--- src/rtl/idli_pkg.sv ---
// Shared constants and types for the idli nibble-serial datapath.
package idli_pkg;

    localparam int NIBBLE_W = 4;
    localparam int WORD_W   = 16;
    localparam int NIBBLES  = 4;
    localparam int RF_NREGS = 8;
    localparam int RF_AW    = $clog2(RF_NREGS);

    typedef logic [RF_AW-1:0]    idli_pkg_rf_addr_t;
    typedef logic [NIBBLE_W-1:0] idli_pkg_nibble_t;

endpackage

--- src/rtl/idli_ctr_m.sv ---
// Nibble sequencer for serial stages: busy flag, 2-bit nibble counter and the
// last-cycle strobe. A start is accepted when idle or on the last nibble, so
// operations can run back to back with no bubble.
module idli_ctr_m
    import idli_pkg::*;
(
    input  logic       i_gck,
    input  logic       i_rst,
    input  logic       i_start,
    output logic       o_busy,
    output logic [1:0] o_ctr,
    output logic       o_last_cycle,
    output logic       o_accept
);

    logic       r_busy;
    logic [1:0] r_ctr;

    assign o_busy       = r_busy;
    assign o_ctr        = r_ctr;
    assign o_last_cycle = r_busy && (r_ctr == 2'(NIBBLES - 1));
    assign o_accept     = i_start && (!r_busy || o_last_cycle);

    // Advance the nibble counter; a start on the last nibble restarts at 0.
    always_ff @(posedge i_gck or posedge i_rst) begin
        if (i_rst) begin
            r_busy <= 1'b0;
            r_ctr  <= 2'd0;
        end else if (o_accept) begin
            r_busy <= 1'b1;
            r_ctr  <= 2'd0;
        end else if (r_busy) begin
            if (o_last_cycle) begin
                r_busy <= 1'b0;
                r_ctr  <= 2'd0;
            end else begin
                r_ctr <= r_ctr + 2'd1;
            end
        end
    end

endmodule

--- src/rtl/idli_rf_m.sv ---
// Nibble-serial register file. Presents one nibble of each read operand per
// busy cycle (LSB nibble first), collects result nibbles in a shadow and
// commits the whole word on the last cycle, so an op reading its own write
// target sees the old value throughout.
// Build option: IDLI_RF_ZERO_REG_EN makes register 0 a hardwired zero.
module idli_rf_m
    import idli_pkg::*;
#(
    parameter  int NREGS = 8,
    localparam int AW    = $clog2(NREGS)
) (
    input  logic                  i_rf_gck,
    input  logic                  i_rf_rst,
    input  logic                  i_rf_start,
    input  logic [AW-1:0]         i_rf_ra,
    input  logic [AW-1:0]         i_rf_rb,
    input  logic [AW-1:0]         i_rf_wa,
    input  logic                  i_rf_wr_en,
    input  logic [NIBBLE_W-1:0]   i_rf_wr_data,
    output logic [NIBBLE_W-1:0]   o_rf_lhs,
    output logic [NIBBLE_W-1:0]   o_rf_rhs,
    output logic                  o_rf_busy,
    output logic                  o_rf_last_cycle
);

`ifdef IDLI_RF_ZERO_REG_EN
    localparam int FIRST = 1;
`else
    localparam int FIRST = 0;
`endif

    logic [WORD_W-1:0]              r_mem [FIRST:NREGS-1];
    logic [AW-1:0]                  r_ra;
    logic [AW-1:0]                  r_rb;
    logic [AW-1:0]                  r_wa;
    logic                           r_wr_en;
    logic [WORD_W-NIBBLE_W-1:0]     r_shadow;

    logic                           w_busy;
    logic [1:0]                     w_ctr;
    logic                           w_last;
    logic                           w_accept;
    logic [WORD_W-1:0]              w_word_a;
    logic [WORD_W-1:0]              w_word_b;
    idli_pkg_nibble_t               w_nib_a;
    idli_pkg_nibble_t               w_nib_b;

    idli_ctr_m u_ctr (
        .i_gck        (i_rf_gck),
        .i_rst        (i_rf_rst),
        .i_start      (i_rf_start),
        .o_busy       (w_busy),
        .o_ctr        (w_ctr),
        .o_last_cycle (w_last),
        .o_accept     (w_accept)
    );

    // Word read mux; an address without storage (hardwired r0) reads zero.
    always_comb begin
        w_word_a = '0;
        w_word_b = '0;
        for (int i = FIRST; i < NREGS; i++) begin
            if (r_ra == AW'(i)) w_word_a = r_mem[i];
            if (r_rb == AW'(i)) w_word_b = r_mem[i];
        end
    end

    assign w_nib_a         = w_word_a[{w_ctr, 2'b00} +: NIBBLE_W];
    assign w_nib_b         = w_word_b[{w_ctr, 2'b00} +: NIBBLE_W];
    assign o_rf_lhs        = w_busy ? w_nib_a : '0;
    assign o_rf_rhs        = w_busy ? w_nib_b : '0;
    assign o_rf_busy       = w_busy;
    assign o_rf_last_cycle = w_last;

    // Shadow capture, end-of-op commit and operand latching on accept.
    always_ff @(posedge i_rf_gck or posedge i_rf_rst) begin
        if (i_rf_rst) begin
            for (int i = FIRST; i < NREGS; i++) r_mem[i] <= '0;
            r_ra     <= '0;
            r_rb     <= '0;
            r_wa     <= '0;
            r_wr_en  <= 1'b0;
            r_shadow <= '0;
        end else begin
            if (w_busy && !w_last) begin
                case (w_ctr)
                    2'd0:    r_shadow[3:0]  <= i_rf_wr_data;
                    2'd1:    r_shadow[7:4]  <= i_rf_wr_data;
                    default: r_shadow[11:8] <= i_rf_wr_data;
                endcase
            end
            if (w_last && r_wr_en) begin
                for (int i = FIRST; i < NREGS; i++) begin
                    if (r_wa == AW'(i)) r_mem[i] <= {i_rf_wr_data, r_shadow};
                end
            end
            if (w_accept) begin
                r_ra    <= i_rf_ra;
                r_rb    <= i_rf_rb;
                r_wa    <= i_rf_wa;
                r_wr_en <= i_rf_wr_en;
            end
        end
    end

endmodule

--- config.mk ---
export PLATFORM = sky130hd
export DESIGN_NAME = idli_rf_m
export DESIGN_NICKNAME = d
export VERILOG_FILES = /design/src/rtl/idli_pkg.sv /design/src/rtl/idli_ctr_m.sv /design/src/rtl/idli_rf_m.sv
export SDC_FILE = /design/constraint.sdc
export NUM_CORES = 1
export LEC_CHECK = 0
export CORE_MARGIN = 5
export CORE_UTILIZATION = 40
export DETAILED_ROUTE_END_ITERATION = 8
export GPL_ROUTABILITY_DRIVEN = 0
export GPL_TIMING_DRIVEN = 0
export MAX_ROUTING_LAYER = met4
export PLACE_DENSITY = 0.65
export SLEW_MARGIN = 20
export SYNTH_ARGS = -nofsm -noshare
export SYNTH_HDL_FRONTEND = slang
export SYNTH_HIERARCHICAL = 1
export SYNTH_SLANG_ARGS = --single-unit
export TNS_END_PERCENT = 20
--- constraint.sdc ---
create_clock -name i_rf_gck -period 4.65 [get_ports i_rf_gck]
set_clock_uncertainty 0.05 [all_clocks]
set_input_delay 0.93 -clock i_rf_gck [delete_from_list [all_inputs] [get_ports i_rf_gck]]
set_output_delay 0.93 -clock i_rf_gck [all_outputs]
set_load 0.1 [all_outputs]
==> Word-level counts from Yosys, hierarchy flattened <==
Index checks and enable logic that the tools add are counted.
{ "word_totals": {"regBits": 153, "latchBits": 0, "ram_bits": 0, "rom_bits": 0, "input_bits": 17, "out_inout_bits": 10, "wordCells": 92, "mem_count": 0} }
{ "classes": {"add_sub_neg": 1, "multipliers": 0, "n_div": 0, "order_cmp": 0, "n_eq_ne": 23, "shifts": 2, "n_mux": 24, "n_bitwise": 1, "n_reduce_logical": 24} }
{ "op_table": {"columns": ["op", "count"], "rows": [
  ["$mux 16", 16],
  ["$eq 3x3->1 const B", 12],
  ["$shiftx 16x5->4", 2],
  ["$reduce_and 2->1", 11],
  ["$eq 3x2->1 const B", 6],
  ["$eq 3x1->1 const B", 3],
  ["$logic_not 3->1", 3],
  ["$mux 4", 2],
  ["$mux 2", 3],
  ["$logic_and 1x1->1", 4],
  ["$mux 1", 3],
  ["$add 2x1->2 const B", 1],
  ["$eq 2x1->1 const B", 1],
  ["$eq 2x2->1 const B", 1],
  ["$logic_not 1->1", 2],
  ["$logic_not 2->1", 1],
  ["$reduce_bool 2->1", 1],
  ["$reduce_or 2->1", 1],
  ["$logic_or 1x1->1", 1],
  ["$not 1->1", 1]
]} }

==> Longest topological paths before layout <==
Gate-level depths: netlist of the first run.
{ "logic_depth": {"depth_word": 11, "depth_mapped": 8, "ltp_nobuf": 5} }

==> Cells and area by module <==
Netlist of the first run, hierarchy kept.
{ "modules_own_cells": {"columns": ["mod", "n_inst", "cells_each", "area_each_um2", "seq_area_each_um2"], "rows": [
  ["idli_rf_m", 1, 700, 8285.4, 3753.6],
  ["idli_ctr_m", 1, 14, 148.9, 75.1]
]} }

==> Least setup slack after synthesis of the first run <==
Ideal clock, no wire load.
{ "synth_timing": {"path_kind": "reg2out", "startpoint": "register u_ctr.r_busy (netlist: u_ctr/o_busy)", "endpoint": "output o_rf_rhs[0]", "arrival_ps": 4191, "t_required_ps": 3670, "slack_ps": -521, "stages_incl_launch_ff": 3, "n_path_buf": 0, "cell_sequence": "dfrtp_1 > o41ai_1 > nor4_1"} }
{ "synth_via": {"elab_chain_cells": 1} }
{ "synth_rtl": {"columns": ["element", "line_no", "source"], "rows": [
  ["start: declaration", "idli_ctr_m.sv:16", "logic r_busy;"],
  ["start signal: assignment", "idli_ctr_m.sv:27", "r_busy <= 1'b0;"],
  ["start signal: assignment", "idli_ctr_m.sv:30", "r_busy <= 1'b1;"],
  ["start signal: assignment", "idli_ctr_m.sv:34", "r_busy <= 1'b0;"],
  ["$mux 4", "idli_rf_m.sv:71", "assign o_rf_rhs = w_busy ? w_nib_b : '0;"],
  ["end: declaration", "idli_rf_m.sv:21", "output logic [NIBBLE_W-1:0] o_rf_rhs,"]
]} }
No other way between the ends.

==> Final worst setup path of the first run <==
{ "layout_timing": {"startpoint": "register r_ra[2]", "endpoint": "output o_rf_lhs[2]"} }
{ "layout_via": {"elab_chain_cells": 11, "elab_cells_between_ends": 18, "classes_between": "eq/ne (7); shift (1); mux (9); reduce/logical (1)"} }
{ "layout_rtl": {"columns": ["element", "line_no", "source"], "rows": [
  ["start: declaration", "idli_rf_m.sv:33", "logic [AW-1:0] r_ra;"],
  ["start signal: assignment", "idli_rf_m.sv:98", "r_ra <= i_rf_ra;"],
  ["$logic_not 3->1", "idli_rf_m.sv:63", "if (r_ra == AW'(i)) w_word_a = r_mem[i];"],
  ["$mux 16 (7 in a row)", "idli_rf_m.sv:63", null],
  ["$mux 16 (*)", "idli_rf_m.sv:63", null],
  ["$shiftx 16x5->4 (*)", "idli_rf_m.sv:68", "assign w_nib_a = w_word_a[{w_ctr, 2'b00} +: NIBBLE_W];"],
  ["$mux 4 (*)", "idli_rf_m.sv:70", "assign o_rf_lhs = w_busy ? w_nib_a : '0;"],
  ["end: declaration", "idli_rf_m.sv:20", "output logic [NIBBLE_W-1:0] o_rf_lhs,"]
]} }
Every way passes the cells marked *; elsewhere a longest branch is shown, timed or not.

==> results.toml, run 1 <==
[floorplanning]
dieArea_um2 = 24100
io_pins = 27
fp.dieW_um = 155
rows = 53
die_h_um = 155
core_area_um2 = 20900
start_util_pct = 40.4

[min_path]
hp-class = "flip-flop to flip-flop"
min_from = "r_mem[55]$_DFFE_PP0P_"

[cells_and_area]
utilization_pct = 46.6
instances_no_fill = 1052
num-nets-final = 782
syn_to_final_growth_pct = 15.3
nFillCells = 1942
n_antenna_cell = 0
seq_area_um2 = 3830
final_area_um2 = 9730
drive_gt1_share_pct = 34.7
multi_input_area_um2 = 4200

[detailed_routing]
drtIter0Drc = 923
vias = 6697
drc = 0
viasPerCell = 6.37
drt_pass1_iterations = 6
ant_nets = 0
wl_per_cell_um = 26.1
finalWirelength_um = 27400

[cts]
postCtsHoldBufs = 0
htree_levels = 4
clock_latency_ns = 0.44
cts_num_sinks = 153
cts_root_buffer = "clkbuf_16"
cts_buffer_depth = 2
numCtsBuffers = 17
cts_tree = "done"
clkTransAtPathRegs_ns = 0.06

[timing]
worst_pin_slew_ns = 0.966
slew-limit-headroom_pct = 35.4
final-hold-violation-count = 0
max_freq_mhz = 215
fin_ws_ns = -0.00609
min_period_ns = 4.66
finalMaxSlewViolations = 0
whs_ns = 0.474
tns_ns = -0.00609
setup_viol = 1
finalCritPeriodShare_pct = 100
grt_setup_unrepaired = "false"

[logic_synthesis]
synthFlopType = "dfrtp_1"
yosys.area.top_type_share_pct = 45.4
syn_inst = 714
avgSynthCellArea_um2 = 11.8
ys_ff_latch = 153
yosysSeqAreaShare_pct = 45.4
yosys.area.top_type = "dfrtp_1"
syn_area_um2 = 8430
yosys_warnings = 6
synth_edf_count = 0
syn_nets = 732
ys_types = 68
yosys-top-cells-area = "dfrtp_1 (45%), mux2_2 (21%), mux2i_1 (3.2%)"
ys_async_sr_fraction_pct = 100

[placement]
place_inst = 1020
pre_cts_ws_ns = 0.282
place_area_um2 = 9160
dpl.hpwl_um = 19000
portBuffers = 26

[global_routing]
grt_max_degree = 33
grt-busiest-layer = "met2"
grt_pass1_wl_um = 41900
met2_usage_pct = 34.9
grtUsageMet1_pct = 31.2
grt_pass1_vias = 6719
antenna_found_initial = 0
track_usage_pct = 23.7
grt_util_met3_pct = 6.26
grt-ovfl-total = 0

[power]
total_power_mw = 8.03
power_density_nw_per_um2 = 826
p_leak_nw = 4.23
vdd_drop_max_uv = 501

[critical_path]
critPathMaxStageDelay_ns = 0.90
cp_slowest_cell = "dlygate4sd2_1"
startpoint_type = "flip-flop"
setup.worst_path.class = "flip-flop to primary output"
cp.required_ns = 3.67
path_cells = "buf_4 -> buf_2 -> clkbuf_1 -> o21ai_0 -> o221ai_1 -> a21oi_1 -> nor4_2 -> dlygate4sd2_1"
cp.arrival_ns = 3.68
cp-startpoint = "r_ra[2]$_DFFE_PP0P_"
end_kind = "primary output"
timing.rr.start = "u_ctr/o_ctr[0]$_DFFE_PP0P_"
critPathMaxFanout = 10

[status]
violations = "setup timing"
status = "finished, violations left"

[flow_run]
max_cap_violations = 0
[what timing repair did]
action | in CTS | in global routing
setup endpoints to repair | 4 | 3
gates resized for setup | 4 | 5
endpoints found under the hold margin | 0 | 0
setup buffers | 0 | 0
[cells in the final DEF (no fill, tap or decap), types with 6 or more instances in the layout]
master	n
a22oi_1	14
o22ai_1	6
buf_4	8
nand2b_1	9
clkbuf_16	17
o211ai_1	6
a211oi_1	9
clkbuf_1	13
nor2b_1	7
buf_2	26
a21oi_1	27
mux2_1	12
nand3_1	8
mux2_2	154
mux4_2	6
clkinvlp_4	7
a31oi_1	7
buf_6	11
clkdlybuf4s50_1	20
nand2_1	30
o21ai_0	36
a221oi_1	16
mux2i_1	27
dfrtp_1	153
nor2_1	36
[registers in the layout, indices dropped and copies added, names as in the netlist]
signal	cells
r_mem	128
r_shadow	12
r_wa	3
u_ctr/o_ctr	2
r_wr_en	1
r_rb	3
u_ctr/o_busy	1
r_ra	3
[cell families (layout without fill, tap and decap cells)]
| family | after synthesis | after routing | share of synthesized area, % |
|---|---|---|---|
| DFF | 153 | 153 | 45.4 |
| muxes | 200 | 200 | 27.1 |
| AOI/OAI and AO/OA | 173 | 173 | 14.8 |
| buffers and inverters | 67 | 130 | 4.90 |
| adders and majority gates | 1 | 1 | 0.148 |
| and+or+nand+nor | 120 | 120 | 7.60 |
[Yosys cell counts, drive strengths merged (2+ instances only)]
cell,instances
o211ai,6
or3,2
buf,46
and3b,2
a22o,5
nand3b,3
a211oi,10
and4bb,2
a21oi,27
a22oi,14
a221oi,20
nand3,8
nor2,37
o21bai,2
and2,2
and3,3
dfrtp,153
nor4,5
a21o,2
a221o,4
nand2,31
mux4,6
nor2b,7
a31oi,7
nand2b,9
o221ai,5
clkbuf,12
nor3,2
a311oi,3
a2111oi,7
and2b,3
inv,9
a32oi,2
mux2,167
a31o,2
o21ai,41
mux2i,27
o22ai,6
[routing by layer]
metal | wire length, um | up-vias
met5 | 0 | -
met3 | 3070 | 111
met1 | 11200 | 3303
met4 | 1040 | 0
met2 | 12100 | 470
li1 | - | 2813
[where the power goes]
part / leakage, nW / internal [mW] / switching, mW / total (mW)
combinational: 1.98 / 1.58 / 2.58 / 4.16
clock: 0.261 / 0.769 / 0.587 / 1.36
sequential: 1.99 / 1.88 / 0.631 / 2.52
total: 4.23 / 4.23 / 3.80 / 8.03
[cell type report]
type	count	area share (%)
clock buffer	20	4.69
sequential	153	39.4
timing repair buffer	31	3.74
tap	275	3.54
clock inverter	12	1.22
multi-input combinational	494	43.2
inverter	9	0.386
buffer	58	3.90
[worst max-delay path, delay by kind of cell (launching register included)]
| family | cells | cell delay, ns |
|---|---|---|
| DFF | 1 | 0.35 |
| and+or+nand+nor | 1 | 0.26 |
| buffers and inverters | 4 | 2.14 |
| AOI/OAI and AO/OA | 3 | 0.47 |
[final timing paths]
| path | to | slack (ns) | cells after the start |
|---|---|---|---|
| setup / recovery | o_rf_lhs[2] | -0.006 | 8 |
| hold / removal | r_mem[55]$_DFFE_PP0P_ | 0.47 | 1 |
| setup reg to reg | r_mem[103]$_DFFE_PP0P_ | 1.78 | 6 |
| hold reg to reg | r_mem[55]$_DFFE_PP0P_ | 0.47 | 1 |
| max in group asynchronous | r_mem[48]$_DFFE_PP0P_ | 2.71 | 5 |
| min in group asynchronous | u_ctr/o_ctr[0]$_DFFE_PP0P_ | 0.71 | 2 |
Power figures use the tool's default switching activity.
==> run 2: changes to the inputs <==
--- a/config.mk
+++ b/config.mk
@@ -7,9 +7,11 @@
 export LEC_CHECK = 0
 export CORE_MARGIN = 5
 export CORE_UTILIZATION = 40
+export CTS_BUF_LIST = sky130_fd_sc_hd__clkbuf_8
 export DETAILED_ROUTE_END_ITERATION = 8
 export GPL_ROUTABILITY_DRIVEN = 0
 export GPL_TIMING_DRIVEN = 0
+export HOLD_SLACK_MARGIN = 0.15
 export MAX_ROUTING_LAYER = met4
 export PLACE_DENSITY = 0.65
 export SLEW_MARGIN = 20
==> run 2 against run 1 <==
  * The flow now finishes without violations
  * Flip-flop and latch count unchanged
  * Largest power group unchanged
  * Combinational power about the same
  * First-iteration DRC count increased by 12%
  * Critical endpoint is now o_rf_rhs[2]
  * Total power decreased by 4.8%
  * Critical path type unchanged
  * Highest routed layer unchanged
  * Utilization decreased by 0.95 points
  * Cell count unchanged
==> results.toml, run 2 (synthesis gave the netlist of run 1 again) <==
[critical_path]
r2r-end = "r_mem[103]$_DFFE_PP0P_"
path_common_cell = "buf_4"
r2r_slack_ns = 1.79
cp.arrival_ns = 3.58
cp_slowest_cell = "clkdlybuf4s50_1"
critPathMaxFanout = 10
critPathMaxStageDelay_ns = 1.15
reg2reg_depth = 6
path_cells = "buf_4 -> buf_6 -> buf_4 -> buf_2 -> a31oi_1 -> o211ai_1 -> and4bb_1 -> clkdlybuf4s50_1"
startpoint_type = "flip-flop"
setup.worst_path.class = "flip-flop to primary output"
cp.required_ns = 3.67
end_kind = "primary output"
timing.rr.start = "u_ctr/o_ctr[0]$_DFFE_PP0P_"

[power]
vdd_drop_max_uv = 499
power_density_nw_per_um2 = 803
p_leak_nw = 4.14

[cts]
cts_root_buffer = "clkbuf_8"
cts_tree = "done"
post-cts-setup-buffers = 0
clkTransAtPathRegs_ns = 0.09
clock_latency_ns = 0.47
htree_levels = 4
postCtsHoldBufs = 0
cts_resized = 4
cts_num_sinks = 153
numCtsBuffers = 17
cts_buffer_depth = 2

[status]
status = "complete, no violations"

[min_path]
min_from = "r_mem[55]$_DFFE_PP0P_"
holdPathEnd = "r_mem[55]$_DFFE_PP0P_"
hp-class = "flip-flop to flip-flop"
hold_depth = 1

[timing]
setup_viol = 0
worst_pin_slew_ns = 0.966
slew-limit-headroom_pct = 35.4
min_period_ns = 4.56
final-hold-violation-count = 0
tns_ns = 0
finalMaxSlewViolations = 0
max_freq_mhz = 219
grt_setup_unrepaired = "false"
finalCritPeriodShare_pct = 98.1

[cells_and_area]
num-nets-final = 782
utilization_pct = 45.6
nFillCells = 1971
final_common_cell = "mux2_2"
largest_reg_flops = 128
largestRegisters = "r_mem: 128 flops, r_shadow: 12 flops"
final_area_um2 = 9530
syn_to_final_growth_pct = 13.0
final_cell_mix = "mux2_2 (154), dfrtp_1 (153), nor2_1 (36), o21ai_0 (36), nand2_1 (30)"
n_antenna_cell = 0
top_register = "r_mem"
drive_gt1_share_pct = 35.0

[global_routing]
grt-ovfl-total = 0
grt_pass1_vias = 6666
track_usage_pct = 23.7
grt_pass1_wl_um = 41900
grt_max_degree = 33
antenna_found_initial = 0

[floorplanning]
io_pins = 27
rows = 53
start_util_pct = 40.4
core_area_um2 = 20900
die_h_um = 155
dieArea_um2 = 24100
fp.dieW_um = 155

[detailed_routing]
drc = 0
vias = 6649
drt_pass1_iterations = 9
viasPerCell = 6.32
finalWirelength_um = 27300
wl_per_cell_um = 26.0
drtIter0Drc = 1035
ant_nets = 0

[placement]
place_area_um2 = 9160
portBuffers = 26
dpl.hpwl_um = 19000

[flow_run]
max_cap_violations = 0
[run 2: cell count changes in the layout (fill, tap and decap cells not counted)]
cell / change
clkbuf_1: -1
clkbuf_16: -17
clkbuf_2: +2
clkbuf_8: +17
dlygate4sd2_1: -2
inv_1: +1
[run 2: cell type report]
cell class,count,area (um^2),share of cell area [%]
Multi-Input combinational cell,494,4200,44.1
Sequential cell,153,3830,40.2
Buffer,58,379,3.98
Timing Repair Buffer,31,357,3.74
Tap cell,275,344,3.61
Clock buffer,19,262,2.74
Clock inverter,13,123,1.29
Inverter,9,37.5,0.394
[run 2: how the worst max path moves through the flow]
stage,start,endpoint
2_1_floorplan,u_ctr/o_busy$_DFF_PP0_,o_rf_rhs[1]
3_3_place_gp,r_ra[0]$_DFFE_PP0P_,o_rf_lhs[1]
3_5_place_dp,r_ra[2]$_DFFE_PP0P_,o_rf_lhs[2]
4_1_cts,r_rb[0]$_DFFE_PP0P_,o_rf_rhs[0]
5_1_grt,r_rb[0]$_DFFE_PP0P_,o_rf_rhs[2]
6_report,r_rb[0]$_DFFE_PP0P_,o_rf_rhs[2]
[run 2: layer usage]
metal | part of all wire [%] | global-route usage, %
met1 | 42 | 31.3
met2 | 44 | 35.1
met3 | 11 | 6.56
met4 | 3.6 | 8.59
met5 | 0 | -
[run 2: metrics by stage]
| step | std cells | power [mW] | setup WS [ns] | hold slack, ns |
|---|---|---|---|---|
| after global routing | 1052 | 7.96 | 0.0378 | 0.502 |
| after detailed placement | 1020 | 6.58 | 0.282 | 0.454 |
| after floorplan | 714 | 5.31 | 0.277 | 0.426 |
| after CTS | 1052 | 7.55 | 0.0233 | 0.473 |
| after global placement | 1015 | 6.51 | 0.275 | 0.456 |
| final | 1052 | 7.65 | 0.0891 | 0.480 |
[run 2: power by group]
group	internal (mW)	switching, mW
Clock	0.454	0.538
Combinational	1.57	2.58
Sequential	1.88	0.628
[run 2: critical path, delay by kind of cell (launching register included)]
family / cells / cell delay (ns)
AO/OA/AOI/OAI: 2 / 0.44
flip-flops: 1 / 0.35
AND/OR/NAND/NOR: 1 / 0.29
buffers and inverters: 5 / 2.04
